`src/rtl/alu_sequencer.sv`:
```
// rtl/alu_sequencer.sv - command-driven initiator for an 8-bit combinational ALU
// Owns the register file and flag register; one command in flight, valid/ready on both sides.
module alu_sequencer #(
    parameter int AW = 2
) (
    input  logic          clk,
    input  logic          rst_n,
    input  logic          cmd_valid,
    output logic          cmd_ready,
    input  logic          cmd_ld,
    input  logic [2:0]    cmd_op,
    input  logic [AW-1:0] cmd_rd,
    input  logic [AW-1:0] cmd_rs1,
    input  logic [AW-1:0] cmd_rs2,
    input  logic [7:0]    cmd_imm,
    output logic [2:0]    alu_opcode,
    output logic [7:0]    alu_a,
    output logic [7:0]    alu_b,
    input  logic [7:0]    alu_out,
    input  logic [3:0]    alu_flag,
    output logic          rsp_valid,
    input  logic          rsp_ready,
    output logic [7:0]    rsp_data,
    output logic [3:0]    rsp_flag,
    output logic [3:0]    flag_q,
    input  logic [AW-1:0] dbg_sel,
    output logic [7:0]    dbg_data
);

    typedef enum logic [1:0] {
        IDLE = 2'd0,
        EXEC = 2'd1,
        RESP = 2'd2
    } state_t;

    state_t        state;
    state_t        next_state;
    logic [7:0]    regs [2**AW];
    logic [AW-1:0] rd_q;
    logic          accept;

    assign accept   = cmd_valid & cmd_ready;
    assign dbg_data = regs[dbg_sel];

    always_ff @(posedge clk or negedge rst_n) begin
        if (!rst_n) begin
            state <= IDLE;
        end else begin
            state <= next_state;
        end
    end

    always_comb begin
        next_state = state;
        cmd_ready  = 1'b0;
        rsp_valid  = 1'b0;
        case (state)
            IDLE: begin
                cmd_ready = 1'b1;
                if (cmd_valid) begin
                    next_state = cmd_ld ? RESP : EXEC;
                end
            end
            EXEC: begin
                next_state = RESP;
            end
            RESP: begin
                rsp_valid = 1'b1;
                if (rsp_ready) begin
                    next_state = IDLE;
                end
            end
            default: begin
                next_state = IDLE;
            end
        endcase
    end

    // Operands are captured at accept, so rd == rs1/rs2 reads the pre-writeback value.
    always_ff @(posedge clk or negedge rst_n) begin
        if (!rst_n) begin
            for (int i = 0; i < 2**AW; i++) begin
                regs[i] <= 8'h00;
            end
            rd_q       <= '0;
            flag_q     <= 4'h0;
            alu_opcode <= 3'b000;
            alu_a      <= 8'h00;
            alu_b      <= 8'h00;
            rsp_data   <= 8'h00;
            rsp_flag   <= 4'h0;
        end else begin
            if (accept) begin
                if (cmd_ld) begin
                    regs[cmd_rd] <= cmd_imm;
                    rsp_data     <= cmd_imm;
                    rsp_flag     <= flag_q;
                end else begin
                    alu_opcode <= cmd_op;
                    alu_a      <= regs[cmd_rs1];
                    alu_b      <= regs[cmd_rs2];
                    rd_q       <= cmd_rd;
                end
            end
            if (state == EXEC) begin
                regs[rd_q] <= alu_out;
                flag_q     <= alu_flag;
                rsp_data   <= alu_out;
                rsp_flag   <= alu_flag;
            end
        end
    end

endmodule

```
`config.mk`:
```
export PLATFORM = sky130hd
export DESIGN_NAME = alu_sequencer
export DESIGN_NICKNAME = d
export VERILOG_FILES = /design/src/rtl/alu_sequencer.sv
export SDC_FILE = /design/constraint.sdc
export NUM_CORES = 1
export LEC_CHECK = 0
export ABC_AREA = 1
export CORE_ASPECT_RATIO = 1.25
export CORE_UTILIZATION = 35
export CTS_CLUSTER_DIAMETER = 80
export CTS_CLUSTER_SIZE = 30
export DETAILED_ROUTE_END_ITERATION = 10
export HOLD_SLACK_MARGIN = 0.02
export PLACE_DENSITY = 0.59
export SLEW_MARGIN = 20
export SYNTH_ARGS = -nofsm -noshare
export SYNTH_HDL_FRONTEND = slang
export SYNTH_SLANG_ARGS = --single-unit
```
`constraint.sdc`:
```
create_clock -name clk -period 1.2 [get_ports clk]
set_input_delay 0.18 -clock clk [delete_from_list [all_inputs] [get_ports clk]]
set_output_delay 0.18 -clock clk [all_outputs]
set_load 0.02 [all_outputs]
```
## Word-level counts from Yosys, hierarchy flattened

Cells that the tools add are included.

- Output and inout bits: 45
- Bits in registers: 71
- Word-level logic and storage cells: 68

- Equality and inequality tests: 4
- Magnitude comparators: 7
- Reductions and logical operators: 8
- Mux-type cells: 30
- Bitwise operators: 7

Operators with widths:

| operator | number |
|---|---|
| 32-bit 2-to-1 mux | 3 |
| 8-bit 2-to-1 mux | 11 |
| 32-bit bitwise mux | 2 |
| 8-bit binary-select mux with 2-bit select | 3 |
| 8-bit demux with 2-bit select | 2 |
| 3-bit >= comparator, second input constant | 5 |
| 2-bit inverter with 3-bit output | 5 |
| 4-bit 2-to-1 mux | 3 |
| 3-bit by 1-bit less-than comparator with 1-bit output, second input constant | 2 |
| 2-bit 2-to-1 mux | 3 |
| 2-bit case mux with 3 select lines | 1 |
| 2-bit AND reduction | 3 |
| 2-bit inequality test, second input constant | 2 |
| 2-bit nonzero test | 2 |
| 2-bit by 1-bit == test with 1-bit output, second input constant | 1 |
| 2-bit == test, second input constant | 1 |
| 1-bit logical AND | 2 |
| 2-bit zero test | 1 |
| 1-bit 2-to-1 mux | 2 |
| 1-bit bitwise AND | 1 |
| 1-bit inverter | 1 |

## Longest topological paths before layout

Gate-level depths: netlist of the first run.

- Word-level depth: 10
- Depth in mapped cells: 8
- Mapped depth without buffers: 7

## Worst setup path before layout of the first run

OpenSTA, ideal clock, no wires.

- Kind: reg-to-reg
- Start point: register state[1]
- End point: register regs[16] (netlist bit)
- Data required time: 1082 ps
- Cell stages (with the launch flop): 7
- Arrival: 1339 ps
- Setup time: 118 ps
- Path slack: -258 ps
- Cell sequence: dfrtp_1 > nor2_2 > nand2_1 > nor2_1 > nand2_1 > nand3_1 > nand2_1

- Word-level cells in the longest chain between the ends: 6
- Elaborated cells between the ends (all ways): 7

Ends and longest elaborated chain:

| element | RTL line | RTL |
|---|---|---|
| start, declared | 36 | `state_t state;` |
| start signal, assigned | 49 | `state <= next_state;` |
| 2-bit zero test * | 57 | `case (state)` |
| 1-bit 2-to-1 mux * | 57 |  |
| via cmd_ready | 9 | `output logic cmd_ready,` |
| 1-bit bitwise AND * | 42 | `assign accept = cmd_valid & cmd_ready;` |
| 32-bit 2-to-1 mux * | 93 | `if (accept) begin` |
| 32-bit bitwise mux | 106 | `regs[rd_q] <= alu_out;` |
| 32-bit 2-to-1 mux * | 105 | `if (state == EXEC) begin` |
| end signal, assigned by index | 95 | `regs[cmd_rd] <= cmd_imm;` |
| end signal, assigned by index | 106 |  |
| end, declared | 38 | `logic [7:0] regs [2**AW];` |

The timed path passes the listed nets; every way through them passes the cells marked *.
A chain may end at the register's enable or synchronous reset.

## Worst setup path in the final report of the first run

- Start point: register state[0]
- End point: output port rsp_valid

- Word-level cells in the longest chain between the ends: 2

Ends and longest elaborated chain:

| element | RTL line | RTL |
|---|---|---|
| 2-bit == test | 57 |  |
| 1-bit 2-to-1 mux | 57 |  |
| end, declared | 21 | `output logic rsp_valid,` |

No other way between the ends.

==> flow_metrics.tcl, run 1 <==
set metrics [dict create \
    status "finished with violations" \
    violations "design-rule violations, negative setup slack" \
    relSlewSlack 0.733 \
    synth_warnings 0 \
    grt_max_degree 72 \
    finClkSkew_ps 6.42 \
    port-buffer-count 80 \
    die-width_um 97.7 \
    fp.dieArea_um2 11900 \
    hold_depth 2 \
    core_area_um2 11100 \
    die_h_um 122 \
    synth_top_area_frac 0.444 \
    cp.arrival_ps 1250 \
    synth_area_per_cell_um2 6.88 \
    p_total_mw 14.3 \
    setup_slack_ps -231 \
    yosys-top-cells-area "dfrtp_1, nand2_1, nand3_1" \
    fin_crit_sh 1.19 \
    routed_wl_um 14900 \
    pin_count 81 \
    routed_via_density 5.13 \
    hpwl_um 10500 \
    layout_min_cycle_time_ps 1430 \
    hold_violations 0 \
    cts_buffers 9 \
    criticalPathCategory "reg -> out" \
    overflow 0 \
    syn_area_um2 4010 \
    ys_seq_elements 71 \
    cts_buffer_depth 2 \
    cts_tree "built" \
    fillers 1055 \
    yosysSeqAreaShare 0.444 \
    p_leak_nw 3.32 \
    antenna_found_initial 0 \
    hp-class "in -> reg" \
    ff2ff_path_depth 9 \
    clkTransAtPathRegs_ps 60 \
    worst_pin_slew_ps 401 \
    yosysTopAreaCell "dfrtp_1" \
    setup_violations 80 \
    grt_pass1_wl_um 22600 \
    drv_cap 0 \
    rows 43 \
    drive_gt1_frac 0.386 \
    cp-start-kind "register" \
    place_congestion 0.900 \
    yosysUniqueCellTypes 19 \
    max_clock_freq_mhz 699 \
    firstDrtPassIters 8 \
    antenna_cells 0 \
    cellPowerDensity_nw_per_um2 2190 \
    layout_commonest_cell "nand2_1" \
    cts.htree.levels 3 \
    worstSkewPairLatency_ps 340 \
    rsz0062_at_grt "true" \
    start_util 0.360 \
    drc 12 \
    endpoint_kind "primary output" \
    drtIter0Drc 254 \
    synth_fp_nets 618 \
    cp.required_ps 1020 \
    wl_per_cell_um 17.0 \
    grt_use_total 0.253 \
    final_cell_mix "nand2_1, dfrtp_1, buf_4" \
    antenna_left 0 \
    grt_pass1_vias 4349 \
    ir_drop_v 0.000888 \
    final_nets 773 \
    via_count 4490 \
    root_buffer "clkbuf_16" \
    synth_cells 582 \
    place_ws_ps -900 \
    drv_slew 0 \
    clkSinkCount 71 \
    syn2layout_area_growth_pct 63.9 \
    cp_max_fo 3 \
]
report_power, final:
part | leakage [nW] | switching [mW] | internal, mW | total [mW]
clock network | 0.135 | 1.04 | 1.59 | 2.63
registers | 0.866 | 0.836 | 3.54 | 4.37
logic | 2.32 | 4.24 | 3.10 | 7.34
total | 3.32 | 6.11 | 8.23 | 14.3
flip-flops by register name (all words and copies together) (netlist names):
signal,count
state,2
regs,32
alu_a,8
rsp_data,8
flag_q,4
alu_opcode,3
rd_q,2
alu_b,8
rsp_flag,4
logic make-up (layout without fill, tap and decap cells):
logic type,count (synthesis),count (layout),synth area share
flops,71,71,0.444
simple gates,340,340,0.351
compound gates,92,92,0.126
buf+inv,79,238,0.0803
worst paths after layout:
path                               endpoint  slack (ps)        start
worst min-delay path               state[1]         390    rsp_ready
worst max-delay path              rsp_valid        -230     state[0]
worst max register to register     regs[18]        -230     state[0]
max in group asynchronous           regs[5]         460        rst_n
worst min register to register  rsp_data[4]         470  rsp_data[4]
min in group asynchronous          alu_b[1]         410        rst_n
synth_stat cells:
library cell and instances:
a21oi_1 41, buf_2 11, buf_4 3, clkbuf_1 9, clkinv_1 2, dfrtp_1 71
inv_1 50, inv_2 4, nand2_1 273, nand2_2 3, nand2_4 1, nand3_1 50
nand3_2 4, nor2_1 3, nor2_2 4, nor2_4 2, o211ai_1 16, o21ai_0 34
o31ai_1 1
critical path, stage by stage (launching register included):
cell     delay (ps)
dfrtp_1         420
buf_4           150
buf_4           130
nor2_4           90
buf_6           120
metrics by stage:
step	hold WS, ps	TNS (ps)	cells	area (um^2)	utilization
after detailed placement	240	-25730	840	5530	0.496
after floorplan	-116	-2510	582	4080	-
after global routing	393	-19970	876	6560	0.589
after global placement	239	-23980	840	5530	0.496
after CTS	380	-10410	866	6220	0.558
final	386	-14400	876	6560	0.589
routing by layer:
metal | up-vias | share of wire | global-route usage
li1 | 2168 | - | -
met5 | - | 0 | 0
met2 | 155 | 0.53 | 0.470
met1 | 2132 | 0.39 | 0.288
met3 | 35 | 0.054 | 0.0407
met4 | 0 | 0.029 | 0.103
area by class of cell:
cell class              instances  area (um^2)  area share
multi-input cells             432         2490       0.379
flip-flops and latches         71         1780       0.271
repair buffers                166         1620       0.247
clock buffers                  11          233      0.0355
inverters                      56          223      0.0339
well taps                     135          169      0.0257
clock inverters                 4         47.5     0.00724
repair inverters                1         7.51     0.00114
timing repair:
action | CTS | global route
resized for setup | 221 | 119
setup endpoints to repair | 111 | 99
hold buffers | 1 | 0
setup buffers | 7 | 7
endpoints found under the hold margin | 71 | 0
pin swaps | 26 | 45
cloned | 3 | 4
Note: power is estimated with default switching activity, not from simulation.
==> inputs of run 2 (changes only) <==
--- a/config.mk
+++ b/config.mk
@@ -8,6 +8,7 @@
 export ABC_AREA = 1
 export CORE_ASPECT_RATIO = 1.25
 export CORE_UTILIZATION = 35
+export CTS_BUF_LIST = sky130_fd_sc_hd__clkbuf_8
 export CTS_CLUSTER_DIAMETER = 80
 export CTS_CLUSTER_SIZE = 30
 export DETAILED_ROUTE_END_ITERATION = 10
==> run 2 against run 1 <==
  * The run still ends with design-rule violations, negative setup slack left
  * Clock power decreased by 29%
  * Final area decreased by 2.5%
  * Flip-flop and latch count unchanged
  * Combinational power decreased by 1%
  * Worst setup slack improved by 13 ps
  * Highest routed layer unchanged
  * Power decreased by 5.9%
  * Core utilization decreased by 1.4 points
  * Non-clock buffer count increased by 1
  * Sequential power about the same
  * Critical path depth increased by 4
==> flow_metrics.tcl, run 2 (synthesized netlist as in run 1, its figures left out) <==
set metrics [dict create \
    status "finished with violations" \
    violations "design-rule violations, negative setup slack" \
    hp-start "cmd_op[2]" \
    cp_max_fo 5 \
    layout_commonest_cell "nand2_1" \
    drtIter0Drc 296 \
    die_h_um 122 \
    p_leak_nw 3.29 \
    antenna_cells 0 \
    final_cell_mix "nand2_1, dfrtp_1, buf_4" \
    grt_use_total 0.256 \
    fillers 1086 \
    antenna_left 0 \
    post-route-util 0.575 \
    grt_pass1_vias 4366 \
    rsz0062_at_grt "true" \
    hpwl_um 10500 \
    startpoint "state[0]" \
    r2r_start "state[0]" \
    grt_pass1_wl_um 22900 \
    place_ws_ps -900 \
    cts_buffers 9 \
    die-width_um 97.7 \
    syn2layout_area_growth_pct 59.9 \
    clkSinkCount 71 \
    core_area_um2 11100 \
    cts_tree "built" \
    holdWs_ps 359 \
    cp.arrival_ps 1720 \
    clkTransAtPathRegs_ps 80 \
    fp.dieArea_um2 11900 \
    cts_buffer_depth 2 \
    fin_crit_sh 1.18 \
    antenna_found_initial 0 \
    finClkSkew_ps 11.5 \
    dp_cells 840 \
    wl_per_cell_um 17.2 \
    worstSkewPairLatency_ps 360 \
    hp-class "in -> reg" \
    root_buffer "clkbuf_8" \
    hold_violations 0 \
    grt_max_degree 72 \
    start_util 0.360 \
    drv_cap 0 \
    setup_slack_ps -218 \
    cp.required_ps 1500 \
    routed_via_density 5.12 \
    overflow 0 \
    max_clock_freq_mhz 705 \
    ir_drop_v 0.000826 \
    layout_min_cycle_time_ps 1420 \
    worst_pin_slew_ps 392 \
    cellPowerDensity_nw_per_um2 2110 \
    rows 43 \
    drv_slew 0 \
    endpoint_kind "register" \
    cts.htree.levels 3 \
    via_count 4495 \
    drc 13 \
    relSlewSlack 0.739 \
    final-instance-count-excl-fill 878 \
    firstDrtPassIters 8 \
    port-buffer-count 80 \
    routed_wl_um 15100 \
    pin_count 81 \
    p_total_mw 13.5 \
    setup_violations 80 \
    largest_register_ff_count 32 \
    cp-start-kind "register" \
    place_congestion 0.900 \
    criticalPathCategory "reg -> reg" \
    drive_gt1_frac 0.381 \
    regMostFlops "regs" \
    final_nets 775 \
]
==> run 2: cell count changes in the layout (fill, tap and decap cells not counted), moves of 3 or more <==
cell	delta
buf_4	-5
clkdlybuf4s15_2	-6
buf_6	+6
buf_2	+27
nand3_1	+7
clkdlybuf4s15_1	-4
clkbuf_2	-17
clkbuf_8	+9
nand3_2	-7
nand2_1	+3
clkbuf_16	-8
==> run 2: layer usage <==
metal	share of wire	track usage	wire length, um
met5	0	0	0
met4	0.031	0.103	465
met3	0.052	0.0436	785
met2	0.53	0.479	8060
met1	0.38	0.288	5770
==> run 2: timing repair <==
item                                    4_1_cts  5_1_grt
buffers inserted                             11        4
pin swaps                                    25       39
cloned                                        5        4
endpoints found under the hold margin        71        0
hold buffers                                  1        0
endpoints found under the setup margin      111       97
gates resized for setup                     261      109
==> run 2: worst paths after layout <==
kind,end,slack (ps),cells past startpoint
min,alu_opcode[2],360,3
max reg2reg,alu_b[5],-220,8
min in group asynchronous,alu_b[1],370,3
min reg2reg,rsp_flag[3],470,2
max,alu_b[5],-220,8
max in group asynchronous,regs[5],500,3
==> run 2: critical path: stages, from the launching register on <==
cell	delay, ps
dfrtp_1	420
buf_6	130
nor2_4	130
nand2_4	100
nor2_4	150
buf_12	160
clkbuf_16	160
nand2_2	50
nand2_1	50
==> run 2: metrics by stage <==
stage	area (um^2)	setup TNS (ps)
final	6400	-12460
after global routing	6400	-18020
after CTS	6100	-9960
after detailed placement	5530	-25730
after global placement	5530	-23980
after floorplan	4080	-2510
==> run 2: report_power, final <==
| group | internal [mW] | leakage, nW | switching, mW |
|---|---|---|---|
| combinational | 3.05 | 2.32 | 4.19 |
| sequential | 3.53 | 0.866 | 0.838 |
| clock | 0.927 | 0.0975 | 0.955 |
| total | 7.51 | 3.29 | 5.98 |
==> run 2: final cells by class <==
cell class / count / area (um^2) / area share
multi-input cells: 433 / 2440 / 0.381
well taps: 135 / 169 / 0.0264
repair buffers: 167 / 1600 / 0.249
flip-flops and latches: 71 / 1780 / 0.278
repair inverters: 1 / 7.51 / 0.00117
clock inverters: 6 / 55.1 / 0.00860
clock buffers: 9 / 124 / 0.0193
inverters: 56 / 233 / 0.0363
==> inputs of run 3 (changes only) <==
--- a/config.mk
+++ b/config.mk
@@ -12,7 +12,7 @@
 export CTS_CLUSTER_DIAMETER = 80
 export CTS_CLUSTER_SIZE = 30
 export DETAILED_ROUTE_END_ITERATION = 10
-export HOLD_SLACK_MARGIN = 0.02
+export HOLD_SLACK_MARGIN = 0.03
 export PLACE_DENSITY = 0.59
 export SLEW_MARGIN = 20
 export SYNTH_ARGS = -nofsm -noshare
==> results of run 3 <==
Same layout as run 2: the final DEF is identical, and so are final timing and power.
==> variant: new RTL, settings of run 2 <==
Put a register stage on the output `dbg_data`, with the module's reset. The value now appears one clock later. The other outputs are not delayed to match.
--- a/src/rtl/alu_sequencer.sv
+++ b/src/rtl/alu_sequencer.sv
@@ -40,7 +40,13 @@
     logic          accept;
 
     assign accept   = cmd_valid & cmd_ready;
-    assign dbg_data = regs[dbg_sel];
+    always_ff @(posedge clk or negedge rst_n) begin
+        if (!rst_n) begin
+            dbg_data <= '0;
+        end else begin
+            dbg_data <= regs[dbg_sel];
+        end
+    end
 
     always_ff @(posedge clk or negedge rst_n) begin
         if (!rst_n) begin
Check against the original RTL: not equivalent (Yosys sat finds a counterexample within 4 cycles, from zero or initial values and one cycle with rst_n low).
==> variant against run 2 <==
  * The run ends with negative setup slack left
  * Sequential share of layout area rose by 4.5 points
  * Sequential power rose by 10%
  * Sequential cell count rose by 8
  * Setup slack improved by 18 ps
  * Die area rose by 4.1%
  * Total power fell by 5.7%
  * Non-clock buffer count fell by 24
  * Wire length fell by 7.0%
  * Design area fell by 4.2%
  * Synthesized area rose by 4.2%
  * Hold slack got worse by 69 ps
  * Critical path type unchanged
  * Critical endpoint is now regs[10]$_DFF_PN0_
  * Highest routed layer unchanged
==> variant: results (changes against run 2) <==
Critical path
  • Slowest CP cell: dfrtp_2
  • End of the critical path: regs[10]$_DFF_PN0_
  • Largest stage delay on the critical path: 450 ps (+30 ps)

Global route
  • Vias in the first global route: 4158 (-4.8%)
  • GR Util met1: 0.273 (-0.0157)
  • Global-route wire length before repair: 21200 um (-7.4%)
  • All-layer global routing usage: 0.230 (-0.0265)
  • Met3 Use GR: 0.0376 (-0.00600)

Pwr
  • Sequential Power Share: 0.379 (+0.055)
  • Clock group power: 2260 uW (+20%)
  • Power Dens Cells: 2070 nW/um2 (-1.5%)
  • VDD IR max: 0.925 mV (+12%)
  • Internal power: 7330 uW (-2.4%)

Outcome
  • Failing checks: negative setup slack
  • Status: finished with violations

Cells and area
  • #MultiIn Comb: 432 (-0.23%)
  • Data buffer area share: 0.216 (-0.0331)
  • Fillers: 1136 (+4.6%)
  • Storage element area: 1980 um2 (+11%)
  • Clock buf count: 10 (+1)
  • Plain + repair buffers: 143 (-14%)

Synth
  • Post-synthesis compound-gate area fraction: 0.121 (-0.00505)
  • Synth Register Bits: 79 (+11%)
  • Synth Area per Inst: 7.07 um2 (+2.8%)
  • Syn nets: 626 (+1.3%)

Drt
  • Metal1 wirelength: 5680 um (-1.5%)
  • DR WL met3: 637 um (-19%)
  • Vias: 4376 (-2.6%)
  • Vias/cell: 4.92 (-3.9%)
  • Final wirelength: 14000 um (-7.0%)

STA
  • Setup ws final: -200 ps (+18.2 ps)
  • Rel. slew slack: 0.703 (-0.0361)
  • Final setup violation count: 69 (-14%)

Placement
  • Dpl cells: 854 (+1.7%)
  • DPL Wire Length: 9910 um (-5.3%)
  • Gpl congestion: 0.914 (+1.5%)

Min path
  • Worst hold path type: in2async

Clock tree
  • Post-CTS sizing: 189 (-28%)
==> variant: cell count changes after synthesis, moves of 2 or more <==
cell      change
nand3_1       +4
dfrtp_1       +8
clkbuf_1      +2
nand3_2       -4
clkinv_1      +2
==> variant: cell families (layout without fill, tap and decap cells) <==
family,Yosys count,after routing
AOI/OAI and AO/OA,92,92
and+or+nand+nor,340,340
DFF,79,79
buffers and inverters,79,217
==> variant: worst reg2reg max path, cell delays in order, from the launching register on <==
cell	delay (ps)
dfrtp_2	450
inv_2	100
nand2_2	70
nor2_4	190
buf_6	150
clkbuf_16	140
nand3_2	60
nand3_2	60
nand2_1	60
==> variant: through the flow <==
step                TNS (ps)  power, uW  setup slack, ps
floorplan              -2810       7660             -114
global placement      -19340      10300             -356
detailed placement    -20480      10400             -373
CTS                    -5930      12300             -150
global route          -14950      13600             -270
finish                 -9980      12700             -200
